[src/rtl/audio_sample_streamer_if.sv]
// Write-side bus between the sample streamer and the Audio_Controller.
// The streamer presents the FIFO head on the two channel words and strobes
// write_audio_out whenever the controller signals it can take a frame.
interface audio_sample_streamer_if #(
  parameter int OUT_W = 32
);
  logic             audio_out_allowed;
  logic [OUT_W-1:0] left_channel_audio_out;
  logic [OUT_W-1:0] right_channel_audio_out;
  logic             write_audio_out;

  // Streamer side: drives the frame and strobe, listens to the ready level.
  modport master (
    input  audio_out_allowed,
    output left_channel_audio_out,
    output right_channel_audio_out,
    output write_audio_out
  );

  // Controller side: drives the ready level, consumes frame and strobe.
  modport slave (
    output audio_out_allowed,
    input  left_channel_audio_out,
    input  right_channel_audio_out,
    input  write_audio_out
  );
endinterface

[src/rtl/audio_sample_streamer.sv]
// Samples the synth waveform at a programmable rate, converts each sample to
// the DAC word format, buffers frames in a small first-word-fall-through FIFO
// and feeds the Audio_Controller write handshake. Overflow (tick while full)
// and underrun (controller ready while empty, after the first write) are
// reported as sticky flags cleared only by reset.
module audio_sample_streamer #(
  parameter int IN_W     = 7,
  parameter int OUT_W    = 32,
  parameter int CHANNELS = 2,
  parameter int DEPTH    = 8,
  parameter int DIV      = 1042,
  parameter int MODE     = 1
) (
  input  logic                     clock,
  input  logic                     reset,
  input  logic [IN_W-1:0]          sample_l,
  input  logic [IN_W-1:0]          sample_r,
  input  logic                     enable,
  input  logic                     mute,
  audio_sample_streamer_if.master  aud,
  output logic [$clog2(DEPTH):0]   fifo_level,
  output logic                     overflow,
  output logic                     underrun
);

  localparam int AW  = $clog2(DEPTH);
  localparam int CW  = $clog2(DIV);
  localparam int PAD = OUT_W - IN_W;

  localparam logic [IN_W-1:0] MIDSCALE   = IN_W'(1) << (IN_W - 1);
  localparam logic [AW:0]     FULL_LEVEL = (AW + 1)'(DEPTH);
  localparam logic [CW-1:0]   DIV_LAST   = CW'(DIV - 1);

  // Mute substitution followed by the DAC word mapping. Flipping the MSB of
  // offset-binary gives two's complement, which is then left-justified.
  function automatic logic [OUT_W-1:0] convert(input logic [IN_W-1:0] raw,
                                               input logic            m);
    logic [IN_W-1:0] u;
    u = m ? MIDSCALE : raw;
    if (MODE == 0) begin
      convert = OUT_W'(u);
    end else begin
      convert = OUT_W'(u ^ MIDSCALE) << PAD;
    end
  endfunction

  // ---------------------------------------------------------------------
  // Sample-rate divider
  // ---------------------------------------------------------------------
  logic [CW-1:0] div_cnt_reg;
  logic          tick;

  assign tick = enable && (div_cnt_reg == DIV_LAST);

  // Free-running 0..DIV-1 counter, parked at zero while disabled.
  always_ff @(posedge clock) begin
    if (reset || !enable || tick) begin
      div_cnt_reg <= '0;
    end else begin
      div_cnt_reg <= div_cnt_reg + 1'b1;
    end
  end

  // ---------------------------------------------------------------------
  // Frame conversion
  // ---------------------------------------------------------------------
  logic [OUT_W-1:0] frame_l;
  logic [OUT_W-1:0] frame_r;

  assign frame_l = convert(sample_l, mute);

  generate
    if (CHANNELS == 1) begin : g_mono
      assign frame_r = frame_l;
    end else begin : g_stereo
      assign frame_r = convert(sample_r, mute);
    end
  endgenerate

  // ---------------------------------------------------------------------
  // FIFO storage and control
  // ---------------------------------------------------------------------
  logic [OUT_W-1:0] mem_l [DEPTH];
  logic [OUT_W-1:0] mem_r [DEPTH];

  logic [AW-1:0]    wr_ptr_reg,  wr_ptr_next;
  logic [AW-1:0]    rd_ptr_reg,  rd_ptr_next;
  logic [AW:0]      level_reg,   level_next;
  logic [OUT_W-1:0] head_l_reg;
  logic [OUT_W-1:0] head_r_reg;
  logic             first_write_reg;
  logic             overflow_reg;
  logic             underrun_reg;

  logic empty;
  logic full;
  logic pop;
  logic push;
  logic bypass;

  assign empty = (level_reg == '0);
  assign full  = (level_reg == FULL_LEVEL);
  // A pop on a full FIFO frees the slot the same-cycle push lands in.
  assign pop   = !empty && aud.audio_out_allowed;
  assign push  = tick && (!full || pop);
  // The frame being written is also the next head: forward it directly.
  assign bypass = push && (wr_ptr_reg == rd_ptr_next);

  // Pointer and occupancy update for the current push/pop combination.
  always_comb begin
    wr_ptr_next = wr_ptr_reg;
    rd_ptr_next = rd_ptr_reg;
    level_next  = level_reg;
    if (push) begin
      wr_ptr_next = wr_ptr_reg + 1'b1;
    end
    if (pop) begin
      rd_ptr_next = rd_ptr_reg + 1'b1;
    end
    case ({push, pop})
      2'b10:   level_next = level_reg + 1'b1;
      2'b01:   level_next = level_reg - 1'b1;
      default: level_next = level_reg;
    endcase
  end

  // Frame storage; no reset so the arrays map onto block RAM.
  always_ff @(posedge clock) begin
    if (push) begin
      mem_l[wr_ptr_reg] <= frame_l;
      mem_r[wr_ptr_reg] <= frame_r;
    end
  end

  // Registered head: reads the next head entry (or the incoming frame) and
  // holds its last value once the FIFO runs empty.
  always_ff @(posedge clock) begin
    if (reset) begin
      head_l_reg <= '0;
      head_r_reg <= '0;
    end else if (level_next != '0) begin
      head_l_reg <= bypass ? frame_l : mem_l[rd_ptr_next];
      head_r_reg <= bypass ? frame_r : mem_r[rd_ptr_next];
    end
  end

  // Pointer and occupancy registers.
  always_ff @(posedge clock) begin
    if (reset) begin
      wr_ptr_reg <= '0;
      rd_ptr_reg <= '0;
      level_reg  <= '0;
    end else begin
      wr_ptr_reg <= wr_ptr_next;
      rd_ptr_reg <= rd_ptr_next;
      level_reg  <= level_next;
    end
  end

  // Sticky status: dropped frames, starvation after the first write.
  always_ff @(posedge clock) begin
    if (reset) begin
      first_write_reg <= 1'b0;
      overflow_reg    <= 1'b0;
      underrun_reg    <= 1'b0;
    end else begin
      if (pop) begin
        first_write_reg <= 1'b1;
      end
      if (tick && full && !pop) begin
        overflow_reg <= 1'b1;
      end
      if (aud.audio_out_allowed && empty && first_write_reg) begin
        underrun_reg <= 1'b1;
      end
    end
  end

  assign aud.left_channel_audio_out  = head_l_reg;
  assign aud.right_channel_audio_out = head_r_reg;
  assign aud.write_audio_out         = pop;
  assign fifo_level                  = level_reg;
  assign overflow                    = overflow_reg;
  assign underrun                    = underrun_reg;

endmodule

[src/flat_wrapper.sv]
// flat-port wrapper written by rule: the top's interface ports become plain ports
module audio_sample_streamer_flat 
#(
  parameter int IN_W     = 7,
  parameter int OUT_W    = 32,
  parameter int CHANNELS = 2,
  parameter int DEPTH    = 8,
  parameter int DIV      = 1042,
  parameter int MODE     = 1
)
  (clock, reset, sample_l, sample_r, enable, mute, fifo_level, overflow, underrun, aud_audio_out_allowed, aud_left_channel_audio_out, aud_right_channel_audio_out, aud_write_audio_out);
  audio_sample_streamer_if #(.OUT_W(OUT_W)) aud_i ();
  input  logic clock;
  input  logic reset;
  input  logic [IN_W-1:0] sample_l;
  input  logic [IN_W-1:0] sample_r;
  input  logic enable;
  input  logic mute;
  output logic [$clog2(DEPTH):0] fifo_level;
  output logic overflow;
  output logic underrun;
  input wire logic [$bits(aud_i.audio_out_allowed)-1:0] aud_audio_out_allowed;
  output wire logic [$bits(aud_i.left_channel_audio_out)-1:0] aud_left_channel_audio_out;
  output wire logic [$bits(aud_i.right_channel_audio_out)-1:0] aud_right_channel_audio_out;
  output wire logic [$bits(aud_i.write_audio_out)-1:0] aud_write_audio_out;
  assign aud_i.audio_out_allowed = aud_audio_out_allowed;
  assign aud_left_channel_audio_out = aud_i.left_channel_audio_out;
  assign aud_right_channel_audio_out = aud_i.right_channel_audio_out;
  assign aud_write_audio_out = aud_i.write_audio_out;
  audio_sample_streamer #(.IN_W(IN_W), .OUT_W(OUT_W), .CHANNELS(CHANNELS), .DEPTH(DEPTH), .DIV(DIV), .MODE(MODE)) u_core (.clock(clock), .reset(reset), .sample_l(sample_l), .sample_r(sample_r), .enable(enable), .mute(mute), .aud(aud_i), .fifo_level(fifo_level), .overflow(overflow), .underrun(underrun));
endmodule
[config.mk]
export PLATFORM = sky130hd
export DESIGN_NAME = audio_sample_streamer_flat
export DESIGN_NICKNAME = d
export VERILOG_FILES = /design/src/rtl/audio_sample_streamer_if.sv /design/src/rtl/audio_sample_streamer.sv /design/src/flat_wrapper.sv
export SDC_FILE = /design/constraint.sdc
export NUM_CORES = 1
export LEC_CHECK = 0
export ABC_AREA = 1
export BUFFER_PORTS_ARGS = -buffer_cell sky130_fd_sc_hd__buf_2
export CORE_ASPECT_RATIO = 1.2
export CORE_MARGIN = 2
export CORE_UTILIZATION = 47
export CTS_BUF_LIST = sky130_fd_sc_hd__clkbuf_4 sky130_fd_sc_hd__clkbuf_8
export DETAILED_ROUTE_END_ITERATION = 16
export PLACE_DENSITY = 0.67
export SETUP_SLACK_MARGIN = 0.5
export SLEW_MARGIN = 20
export SYNTH_ARGS = -nofsm -noshare
export SYNTH_HDL_FRONTEND = slang
export SYNTH_SLANG_ARGS = --single-unit
[constraint.sdc]
create_clock -name clock -period 5.99 [get_ports clock]
set_clock_uncertainty 0.1 [all_clocks]
set_input_delay 0.599 -clock clock [delete_from_list [all_inputs] [get_ports clock]]
set_output_delay 0.599 -clock clock [all_outputs]
set_load 0.05 [all_outputs]
# ---- Yosys cells after proc, flatten, opt, wreduce, memory -nomap -nowiden
# Memory sizes are Yosys's and may differ from the RTL's. A register that Yosys moved wholly into a read port is not among the register bits.
# Cells that the tools add are included.
dict set report op_classes {
  mux 8
  n_bitwise 2
  n_reduce_logical 17
  n_eq_ne 5
  n_addsub 5
}
# operator count
set op_table {}
lappend op_table {{two-way mux 32 bit} 2}
lappend op_table {{two-way mux 7 bit} 2}
lappend op_table {{adder 11 x 1 -> 11 bit, second input constant} 1}
lappend op_table {{== test 11 bit, second input constant} 1}
lappend op_table {{logical AND 1 bit} 8}
lappend op_table {{one-hot mux 4 bit (2 select lines)} 1}
lappend op_table {{adder 3 x 1 -> 3 bit, second input constant} 2}
lappend op_table {{adder 4 x 1 -> 4 bit, second input constant} 1}
lappend op_table {{== test 4 bit, second input constant} 1}
lappend op_table {{logical NOT 1 bit} 4}
lappend op_table {{logical NOT 4 bit} 1}
lappend op_table {{nonzero test 4 bit} 1}
lappend op_table {{subtractor 4 x 1 -> 4 bit, second input constant} 1}
lappend op_table {{== test 3 bit} 1}
lappend op_table {{logical OR 1 bit} 3}
lappend op_table {{two-way mux 3 bit} 1}
lappend op_table {{== test 2 x 1 -> 1 bit, second input constant} 1}
lappend op_table {{== test 2 bit, second input constant} 1}
lappend op_table {{two-way mux 1 bit} 2}
lappend op_table {{inverter 1 bit} 2}
dict set report word_totals {
  regBits 88
  n_memories 2
  mem_bits_rw 112
  wordCells 48
}
# memory depth word_bits read_ports rd_ports_with_merged_regs write_ports line_no
set memory_table {}
lappend memory_table {u_core.mem_l 8 7 1 1 1 audio_sample_streamer.sv:83} ;# logic [OUT_W-1:0] mem_l [DEPTH];
lappend memory_table {u_core.mem_r 8 7 1 1 1 audio_sample_streamer.sv:84} ;# logic [OUT_W-1:0] mem_r [DEPTH];

# ---- Logic depth before layout (Yosys ltp)
# Gate-level depths: netlist (run 1).
dict set report depth {
  word_depth 8
  ltp_mapped 20
  mapped_depth_nobuf 19
}

# ---- Least setup slack after synthesis (run 1)
# OpenSTA, ideal clock, no wires.
dict set report synth_timing {
  path_kind {register -> register}
  from {register u_core.level_reg[3] (netlist: u_core.fifo_level[3])}
  to {register u_core.head_l_reg[25] (netlist: u_core.aud.left_channel_audio_out[25]) (read register of u_core.mem_l)}
  path_slack_ns 3.194
  t_required_ns 5.776
  path_stages_with_launch 19
  synth_period_minus_slack_ns 2.796
  setup_time_ns 0.114
  arrival_ns 2.582
  path_cell_list {dfxtp_1 nor2_2 nand2_4 nand2_4 inv_4 nand2_4 inv_1 ha_1 a21oi_1 nand2_1 nand4_1 nand2_1 nand3_1 nand2_1 nand3_4 clkinv_4 buf_12 nor2_1 nor2_1}
}
dict set report synth_via {
  elab_chain_cells 8
  word_cells_on_any_way 14
}
# item line_no
set synth_lines {}
lappend synth_lines {{start, declared} audio_sample_streamer.sv:88} ;# logic [AW:0] level_reg, level_next;
lappend synth_lines {{start signal, assigned} audio_sample_streamer.sv:156} ;# level_reg <= level_next;
lappend synth_lines {{logical NOT 4 bit *} audio_sample_streamer.sv:101} ;# assign empty = (level_reg == '0);
lappend synth_lines {{logical NOT 1 bit *} audio_sample_streamer.sv:104} ;# assign pop = !empty && aud.audio_out_allowed;
lappend synth_lines {{logical AND 1 bit *} audio_sample_streamer.sv:104}
lappend synth_lines {{via aud_write_audio_out} flat_wrapper.sv:25} ;# output wire logic [$bits(aud_i.write_audio_out)-1:0] aud_write_audio_out;
lappend synth_lines {{logical OR 1 bit} audio_sample_streamer.sv:105} ;# assign push = tick && (!full || pop);
lappend synth_lines {{logical AND 1 bit} audio_sample_streamer.sv:105}
lappend synth_lines {{== test 2 x 1 -> 1 bit / == test 2 bit (equally long branches)} audio_sample_streamer.sv:120} ;# case ({push, pop})
lappend synth_lines {{one-hot mux 4 bit (2 select lines)} audio_sample_streamer.sv:120}
lappend synth_lines {{nonzero test 4 bit} audio_sample_streamer.sv:141} ;# end else if (level_next != '0) begin
lappend synth_lines {{end, declared} audio_sample_streamer.sv:89} ;# logic [OUT_W-1:0] head_l_reg;
# The timed path passes the listed nets; every way through them passes the cells marked *.
# A chain may end at the register's enable or synchronous reset.

# ---- Final worst setup path (run 1)
dict set report layout_timing {
  from {register u_core.level_reg[3] (netlist: u_core.fifo_level[3])}
  to {register u_core.head_l_reg[30] (netlist: u_core.aud.left_channel_audio_out[30]) (read register of u_core.mem_l)}
}
dict set report layout_via {
  elab_chain_cells 8
  word_cells_on_any_way 14
}
# item line_no
set layout_lines {}
lappend layout_lines {{logical NOT 4 bit} audio_sample_streamer.sv:101}
lappend layout_lines {{logical NOT 1 bit} audio_sample_streamer.sv:104}
lappend layout_lines {{logical AND 1 bit} audio_sample_streamer.sv:104}
lappend layout_lines {{logical OR 1 bit} audio_sample_streamer.sv:105}
lappend layout_lines {{logical AND 1 bit} audio_sample_streamer.sv:105}
lappend layout_lines {{== test 2 x 1 -> 1 bit / == test 2 bit (equally long branches)} audio_sample_streamer.sv:120}
lappend layout_lines {{one-hot mux 4 bit (2 select lines)} audio_sample_streamer.sv:120}
lappend layout_lines {{nonzero test 4 bit} audio_sample_streamer.sv:141}
# Several ways; a longest one is shown, not always the timed one.

==> metrics.txt, run 1 <==
H-tree levels=4; Setup violations, final=0; ANT cells=0; post-cts sizing count=0; Mapped Avg Cell Area=9.18 um2; RePlAce Congestion=0.810; area leader, netlist=edfxtp_1; Final nets=858; drt drc=0; Max Buffers Root-to-Sink=2; Detailed Routing Iterations Pass 1=5; TritonCTS clock tree=done; clk_lat worst skew=0.44 ns; Worst-path clk slew=0.08 ns; register area share after synthesis=0.565; P_leak=3.46 nW; Area growth syn-to-layout=8.91%; placed inst area=0.00748 mm2; Crit Path Class=flip-flop to flip-flop; post-CTS setup repair buffer count=0; CP endpoint kind=flip-flop; Mapped Cells=795; arrival time worst endpoint=3.61 ns; core area=0.0151 mm2; crit path max fanout=29; PwrDens=473 mW/mm2; Synth Warn #=0; initial core utilization=0.484; worst min path class=flip-flop to flip-flop; initial antenna violation count=0; cts hold-fix bufs=0; commonest non-fill, non-tap cell in the layout=nand2_1; synthesized area=0.00730 mm2; share of the synthesized area in the top cell type=0.461; Final Non-Filler Cells=1049; total wire length=16000 um; Least-Margin Pin Slew=1.08 ns; share of post-route cells with drive strength above 1=0.142; Via density=4.93; register bit total from synthesis=150; Req. time, crit path=6.22 ns; Die Ht=141 um; dpl hpwl=10300 um; Num CTS Buffers=17; min Tclk post-route=3.38 ns; global route overflow=0; vias=5175; top cells by area, synth=edfxtp_1, nand2_1, dfxtp_1; Root Driver=clkbuf_8; f_max=296 MHz; Die W=118 um; setup TNS=0 ns; Post-synth EDFFs=112; Top Usage Layer GRT=met2; Die Area=0.0166 mm2; row count=49; Pwr Total=3.76 mW; RSZ-0062 raised after global routing=false; met3 GRT Util=0.0415; drt wl/cell=15.3 um; Slew Viols, Final=0; Final Instance Area=0.00795 mm2; Initial DRC Count=366; status=completed; ys flop type=edfxtp_1; Fin. Hold Viols=0; synth unique cells=36; fin crit share=0.564; PortBufs=39; Placed Cells=1017; first-pass GRT wire length=25500 um; most frequent cells in the layout=nand2_1, edfxtp_1, nand3_1, inv_1, nor2_1; Max-slew headroom=0.281; Setup crit start kind=flip-flop; met2 usage=0.340; Max IR drop VDD=0.441 mV; Post-synth ARST share=0; vias in the first global route=4890; met1 track utilization from global routing=0.247; Max Cap Viol=0; largest net degree at the start of global routing=68; Post-DRT Antenna Nets=0; All-Layer GR Usage=0.200; clock tree sinks=150; IO Pins=90
[cell usage after synthesis, types with 2 or more instances]
| cell type | instances |
|---|---|
| nand2_2 | 8 |
| nor2_4 | 5 |
| edfxtp_1 | 112 |
| buf_6 | 3 |
| nand3_2 | 2 |
| ha_1 | 6 |
| nand2_1 | 210 |
| nand3_1 | 96 |
| nand2_4 | 5 |
| dfxtp_1 | 38 |
| nor3_1 | 12 |
| a21oi_1 | 13 |
| xor2_1 | 2 |
| inv_1 | 86 |
| o21ai_1 | 10 |
| nand4_1 | 5 |
| nor2_1 | 64 |
| buf_4 | 56 |
| o21bai_1 | 2 |
| inv_2 | 4 |
| o21a_1 | 2 |
| buf_2 | 12 |
| nor3b_1 | 3 |
| o21ai_0 | 19 |
| nor2_2 | 3 |
| clkbuf_1 | 7 |
[stage by stage]
stage / worst slack [ns] / hold WS (ns) / util
finish: 2.61 / 0.352 / 0.527
global route: 2.28 / 0.376 / 0.527
CTS: 2.64 / 0.358 / 0.527
detailed placement: 2.54 / 0.345 / 0.496
global placement: 2.58 / 0.341 / 0.496
floorplan: 3.19 / 0.341 / -
[layout make-up]
cell class / count / area (um2)
well taps: 204 / 255
flip-flops and latches: 150 / 4120
multi-input cells: 523 / 2490
repair buffers: 48 / 263
fillers: 1388 / 7130
inverters: 92 / 353
clock buffers: 21 / 277
clock inverters: 11 / 193
[cells by family after synthesis]
family,count (synthesis),share of synthesized area
buf+inv,171,0.125
simple gates,415,0.255
flops,150,0.565
other cells,1,0.000514
xor+xnor,4,0.00737
compound gates,47,0.0341
fa+ha+maj,7,0.0130
[critical path, cell delays in order, from the launching register on]
cell	delay, ns
dfxtp_1	0.38
nor2_2	0.19
nand2_4	0.09
nand2_4	0.12
nand2_1	0.08
nand2_1	0.79
inv_1	0.80
nand3_1	0.27
nand3_1	0.10
nand3_1	0.10
nand2_1	0.08
nor2_1	0.11
nor2_1	0.06
[power breakdown]
| group | switching, mW | internal [mW] | total (mW) | leakage (nW) |
|---|---|---|---|---|
| sequential | 0.0409 | 1.16 | 1.21 | 1.26 |
| clock | 0.375 | 0.531 | 0.906 | 0.240 |
| combinational | 1.21 | 0.442 | 1.65 | 1.96 |
| total | 1.63 | 2.14 | 3.76 | 3.46 |
[worst paths after layout]
check	startpoint	to	slack, ns	depth (start not counted)
setup / recovery	u_core.fifo_level[3]	u_core.aud.left_channel_audio_out[30]	2.61	12
setup reg to reg	u_core.fifo_level[3]	u_core.aud.left_channel_audio_out[30]	2.61	12
hold / removal	u_core.underrun	u_core.underrun	0.35	2
hold reg to reg	u_core.underrun	u_core.underrun	0.35	2
[metal layers]
| layer | vias up | wire, um |
|---|---|---|
| li1 | 2549 | - |
| met1 | 2403 | 6950 |
| met2 | 194 | 7810 |
| met3 | 29 | 818 |
| met4 | 0 | 441 |
| met5 | - | 0 |
(Power assumes the default switching activity.)
==> inputs of run 2 (changes only) <==
ABC_AREA = 0   (was 1)
PLACE_DENSITY = 0.66   (was 0.67)
clock period = 3.4 ns   (was 5.99 ns; I/O delays follow)
==> metrics.txt, run 2 <==
sw frac=0.388 (-0.0439); CP endpoint kind=flip-flop; Clock Power Share=0.229 (-0.012); Area growth syn-to-layout=10.9%; Crit Path Class=flip-flop to flip-flop; total wire length=18500 um (+15%); ys flop type=edfxtp_1; share of the synthesized area in the top cell type=0.434 (-0.0270); initial antenna violation count=0 (unchanged); NetSw=2.32 mW (+43%); Die Ht=145 um (+3.0%); P_leak=2.84 nW (-18%); crit path max fanout=7 (-76%); R2R Setup Slk=0.40 ns (-2.21 ns); PortBufs=39 (unchanged); P_int=3.65 mW (+71%); Pwr Total=5.97 mW (+59%); f_max=333 MHz (+13%); TritonCTS clock tree=done; most frequent cells in the layout=edfxtp_1, mux2i_1, conb_1, buf_2, nor2_1; initial core utilization=0.479 (-0.00554); All-Layer GR Usage=0.217 (+0.0177); Mapped Cells=645 (-19%); Max-slew headroom=0.484 (+0.204); Flop pwr share=0.358 (+0.038); area leader, netlist=edfxtp_1; Post-synth ARST share=0 (unchanged); drt wl/cell=20.1 um (+32%); Setup violations, final=0 (unchanged); Synth Warn #=0 (unchanged); first-pass GRT wire length=28600 um (+12%); RSZ-0062 raised after global routing=true; Comb power frac=0.413 (-0.026); vias in the first global route=5282 (+8.0%); Least-Margin Pin Slew=0.772 ns (-0.305 ns); Final Non-Filler Cells=918 (-12%); RePlAce Congestion=0.749 (-7.6%); R2R depth=12 (unchanged); share of post-route cells with drive strength above 1=0.199 (+0.0566); FF-to-FF End=u_core.aud.left_channel_audio_out[26]; Critical-path top delay cell=a311o_2; cts hold-fix bufs=0 (unchanged); Post-synth EDFFs=112 (unchanged); count leader, synth=edfxtp_1; vias=5356 (+3.5%); register bit total from synthesis=150 (unchanged); Req. time, crit path=3.68 ns (-2.54 ns); fin crit share=0.883 (+0.319); register area share after synthesis=0.532 (-0.0332); Fin. Hold Viols=0 (unchanged); Final nets=718 (-16%); clock tree sinks=150 (unchanged); Num CTS Buffers=17 (unchanged); worst stage delay on the critical path=0.40 ns (-0.40 ns); Util after Layout=0.531 (+0.00351); Placed Cells=876 (-14%); Setup crit start kind=flip-flop; Max IR drop VDD=0.430 mV (-2.3%); Via density=5.83 (+18%); largest net degree at the start of global routing=95 (+40%); Setup crit end=u_core.aud.left_channel_audio_out[26]; Root Driver=clkbuf_8; H-tree levels=4 (unchanged); global route overflow=0 (unchanged); critical path launch point=u_core.div_cnt_reg[6]; worst min path class=primary input to flip-flop; Fill cells=1367 (-1.5%); Max Cap Viol=0 (unchanged); Die Area=0.0176 mm2 (+6.0%); Initial DRC Count=356 (-2.7%); R2R Path Start=u_core.div_cnt_reg[6]; row count=51 (+4.1%); Detailed Routing Iterations Pass 1=5 (unchanged); Die W=121 um (+3.0%); Worst-path clk slew=0.09 ns (about the same); min Tclk post-route=3.00 ns (-0.378 ns); clk_lat worst skew=0.46 ns (+0.02 ns); crit path cell chain=nor4b_2, nand4_1, nand2_4, inv_2, ha_4, a21o_1, a21oi_2, and3b_1, a211o_1, buf_6, a311o_2, o22ai_2; Max Buffers Root-to-Sink=2 (unchanged); commonest non-fill, non-tap cell in the layout=edfxtp_1; drt drc=0 (unchanged); Post-DRT Antenna Nets=0 (unchanged); arrival time worst endpoint=3.28 ns (-0.33 ns); synthesized area=0.00776 mm2 (+6.2%); top cells by area, synth=edfxtp_1, mux2i_1, dfxtp_1; core area=0.0162 mm2 (+7.5%); IO Pins=90 (unchanged); synth unique cells=52 (+44%); setup TNS=0 ns (unchanged); status=completed; dpl hpwl=11100 um (+7.6%); synth cell count leaders=edfxtp_1, mux2i_1, buf_4; Slew Viols, Final=0 (unchanged); PwrDens=694 mW/mm2 (+47%); Mapped Avg Cell Area=12.0 um2 (+31%)
==> run 2: changes by cell type after synthesis, moves of 26 or more <==
cell | previous run | this run
a22oi_1 | 0 | 26
a2111oi_0 | 0 | 33
nor2b_1 | 0 | 30
nand2_1 | 210 | 24
nand3_1 | 96 | 5
inv_1 | 86 | 6
mux2i_1 | 0 | 95
nor2_1 | 64 | 37
==> run 2: worst min path at each step <==
stage                                       endpoint                                  start  cells after the start  slack, ns
2_1_floorplan                   u_core.fifo_level[3]                                  reset                      1       0.30
3_3_place_gp                         u_core.overflow                        u_core.overflow                      2       0.36
3_5_place_dp   u_core.aud.left_channel_audio_out[27]  u_core.aud.left_channel_audio_out[27]                      2       0.36
4_1_cts                         u_core.fifo_level[2]                                  reset                      2       0.13
5_1_grt                         u_core.fifo_level[2]                                  reset                      2       0.15
6_report                        u_core.fifo_level[2]                                  reset                      2       0.15
==> run 2: cell type report <==
type | instances | area, um2 | share of cell area
Antenna cell | 1 | 2.50 | 0.000291
Multi-Input combinational cell | 444 | 3320 | 0.385
Inverter | 7 | 26.3 | 0.00305
Clock buffer | 20 | 256 | 0.0298
Timing Repair Buffer | 72 | 459 | 0.0534
Sequential cell | 150 | 4150 | 0.482
Clock inverter | 12 | 131 | 0.0153
Tap cell | 212 | 265 | 0.0308
==> run 2: power groups by stage <==
stage	Combinational, mW	Sequential (mW)	Clock [mW]
detailed placement	2.29	2.19	0
CTS	2.39	2.14	1.37
finish	2.47	2.14	1.37
global placement	2.24	2.18	0
global route	2.66	2.15	1.46
floorplan	1.78	2.29	0
==> run 2: cells by family after synthesis <==
kind of cell	Yosys count	synth area share
and+or+nand+nor	141	0.0956
buffers and inverters	101	0.0787
muxes	98	0.128
AOI/OAI and AO/OA	130	0.134
DFF	150	0.532
adders and majority gates	7	0.0123
xor gates and xnor gates	17	0.0192
other	1	0.000483
==> run 2: timing repair <==
item                       4_1_cts  5_1_grt
setup buffers                    5        3
pin swaps                        9        9
setup endpoints to repair       14       14
cloned                           1        0
resized for setup                9       10
==> run 2: per-layer routing <==
layer	vias up	track usage	part of all wire
li1	2467	-	-
met1	2648	0.263	0.41
met2	200	0.383	0.52
met3	41	0.0482	0.053
met4	0	0.0780	0.020
met5	-	0	0
==> run 2: worst max-delay path, delay by kind of cell (launching register included) <==
kind | cells | cell delay, ns
adders and majority gates | 1 | 0.20
and+or+nand+nor | 4 | 0.84
buffers and inverters | 2 | 0.19
AOI/OAI and AO/OA | 5 | 1.24
DFF | 1 | 0.35
==> run 2: metrics by stage <==
| step | hold slack (ns) | instance area [um2] | worst slack [ns] |
|---|---|---|---|
| global route | 0.149 | 8600 | 0.316 |
| global placement | 0.357 | 8070 | 0.349 |
| floorplan | 0.302 | 8010 | 0.190 |
| CTS | 0.135 | 8540 | 0.472 |
| detailed placement | 0.363 | 8070 | 0.174 |
| finish | 0.148 | 8600 | 0.398 |
==> inputs of run 3 (changes only) <==
CORE_ASPECT_RATIO = 1.75   (was 1.2)
==> metrics.txt, run 3 (synthesis results as in run 2) <==
status=completed; Root Driver=clkbuf_8; Least-Margin Pin Slew=0.752 ns (-0.0197 ns); Final nets=709 (-1.3%); clk_lat worst skew=0.44 ns (-0.02 ns); cts hold-fix bufs=0 (unchanged); row count=62 (+22%); drt wl/cell=20.9 um (+3.6%); global route overflow=0 (unchanged); Max-slew headroom=0.499 (+0.0142); CP endpoint kind=flip-flop; most frequent cells in the layout=edfxtp_1, mux2i_1, conb_1, buf_2, nor2_1; drt drc=0 (unchanged); core area=0.0163 mm2 (+0.51%); initial antenna violation count=0 (unchanged); Die Area=0.0176 mm2 (+0.21%); first-pass GRT wire length=28500 um (-0.27%); PwrDens=695 mW/mm2 (+0.14%); vias in the first global route=5331 (+0.93%); Req. time, crit path=3.66 ns (-0.02 ns); Setup crit start kind=flip-flop; flip-flop and latch area=0.00415 mm2 (about the same); commonest non-fill, non-tap cell in the layout=edfxtp_1; Placed Cells=853 (-2.6%); total wire length=18500 um (+0.22%); Detailed Routing Iterations Pass 1=5 (unchanged); RePlAce Congestion=0.823 (+10%); Fill cells=1395 (+2.0%); crit path max fanout=13 (+6); Flop pwr share=0.362 (+0.004); P_int=3.67 mW (+0.60%); Die Ht=174 um (+20%); Slew Viols, Final=0 (unchanged); vias=5337 (-0.35%); Post-DRT Antenna Nets=0 (unchanged); Crit Path Class=flip-flop to flip-flop; NetSw=2.24 mW (-3.6%); All-Layer GR Usage=0.214 (-0.00325); arrival time worst endpoint=3.12 ns (-0.16 ns); largest net degree at the start of global routing=133 (+40%); RSZ-0062 raised after global routing=true; worst min path class=primary input to flip-flop; Initial DRC Count=301 (-15%); TritonCTS clock tree=done; f_max=349 MHz (+4.8%); share of post-route cells with drive strength above 1=0.178 (-0.0204); setup TNS=0 ns (unchanged); PortBufs=39 (unchanged); clock tree sinks=150 (unchanged); fin crit share=0.842 (-0.0404); Die W=101 um (-17%); Worst-path clk slew=0.08 ns (about the same); Area growth syn-to-layout=9.60%; Max IR drop VDD=0.581 mV (+35%); H-tree levels=4 (unchanged); Setup violations, final=0 (unchanged); area of the multi-input gates=0.00328 mm2 (-1.1%); Final Non-Filler Cells=888 (-3.3%); Max Cap Viol=0 (unchanged); Fin. Hold Viols=0 (unchanged); IO Pins=90 (unchanged); ANT cells=0 (-1); dpl hpwl=12000 um (+8.2%); P_leak=2.80 nW (-1.4%); min Tclk post-route=2.86 ns (-0.137 ns); Max Buffers Root-to-Sink=2 (unchanged); Comb power frac=0.404 (-0.009); Clock Power Share=0.235 (+0.006); Via density=6.01 (+3.0%); Num CTS Buffers=17 (unchanged); sw frac=0.378 (-0.0101); initial core utilization=0.476 (-0.00243)
run 3: worst max-delay path, stage by stage, from the launching register on:
cell,delay [ns]
dfxtp_4,0.39
o41ai_4,0.40
inv_2,0.10
nand2_4,0.08
inv_2,0.05
ha_4,0.21
a21o_1,0.16
a21oi_2,0.19
and3b_1,0.20
a211o_1,0.24
a311o_2,0.36
buf_12,0.16
o22ai_1,0.15
run 3: worst paths after layout:
path	start	end	slack, ns	cells past startpoint
hold / removal	reset	u_core.first_write_reg	0.14	2
hold reg to reg	u_core.aud.right_channel_audio_out[31]	u_core.aud.right_channel_audio_out[31]	0.37	2
setup / recovery	u_core.fifo_level[1]	u_core.aud.right_channel_audio_out[28]	0.54	12
setup reg to reg	u_core.fifo_level[1]	u_core.aud.right_channel_audio_out[28]	0.54	12
run 3: power by group through the flow:
stage / Sequential (mW) / Combinational [mW] / Clock (mW)
after floorplan: 2.29 / 1.78 / 0
after global placement: 2.17 / 2.24 / 0
after detailed placement: 2.17 / 2.32 / 0
after CTS: 2.13 / 2.36 / 1.41
after global routing: 2.15 / 2.56 / 1.48
final: 2.14 / 2.38 / 1.39
run 3: per-layer routing:
layer	up-vias	share of wire	global-route usage
li1	2438	-	-
met1	2656	0.37	0.229
met2	209	0.55	0.402
met3	34	0.044	0.0378
met4	0	0.034	0.0878
met5	-	0	0
run 3: repair_timing:
item                                    4_1_cts  5_1_grt
buffers inserted                              3        0
endpoints found under the setup margin       14       14
resized for setup                             4        9
pin swaps                                     4        3
run 3: cell type report:
| class | count | area share |
|---|---|---|
| sequential | 150 | 0.488 |
| multi-input combinational | 443 | 0.386 |
| timing repair buffer | 64 | 0.0480 |
| clock buffer | 18 | 0.0284 |
| tap | 192 | 0.0283 |
| clock inverter | 14 | 0.0187 |
| inverter | 7 | 0.00309 |
run 3: stage by stage:
stage,utilization,hold WS (ns),setup WS [ns],cell area [um2],power (mW)
5_1_grt,0.522,0.141,0.417,8500,6.19
2_1_floorplan,-,0.302,0.190,8010,4.07
4_1_cts,0.520,0.123,0.520,8480,5.90
3_5_place_dp,0.492,0.361,0.125,8020,4.49
6_report,0.522,0.137,0.536,8500,5.91
3_3_place_gp,0.492,0.354,0.336,8020,4.41
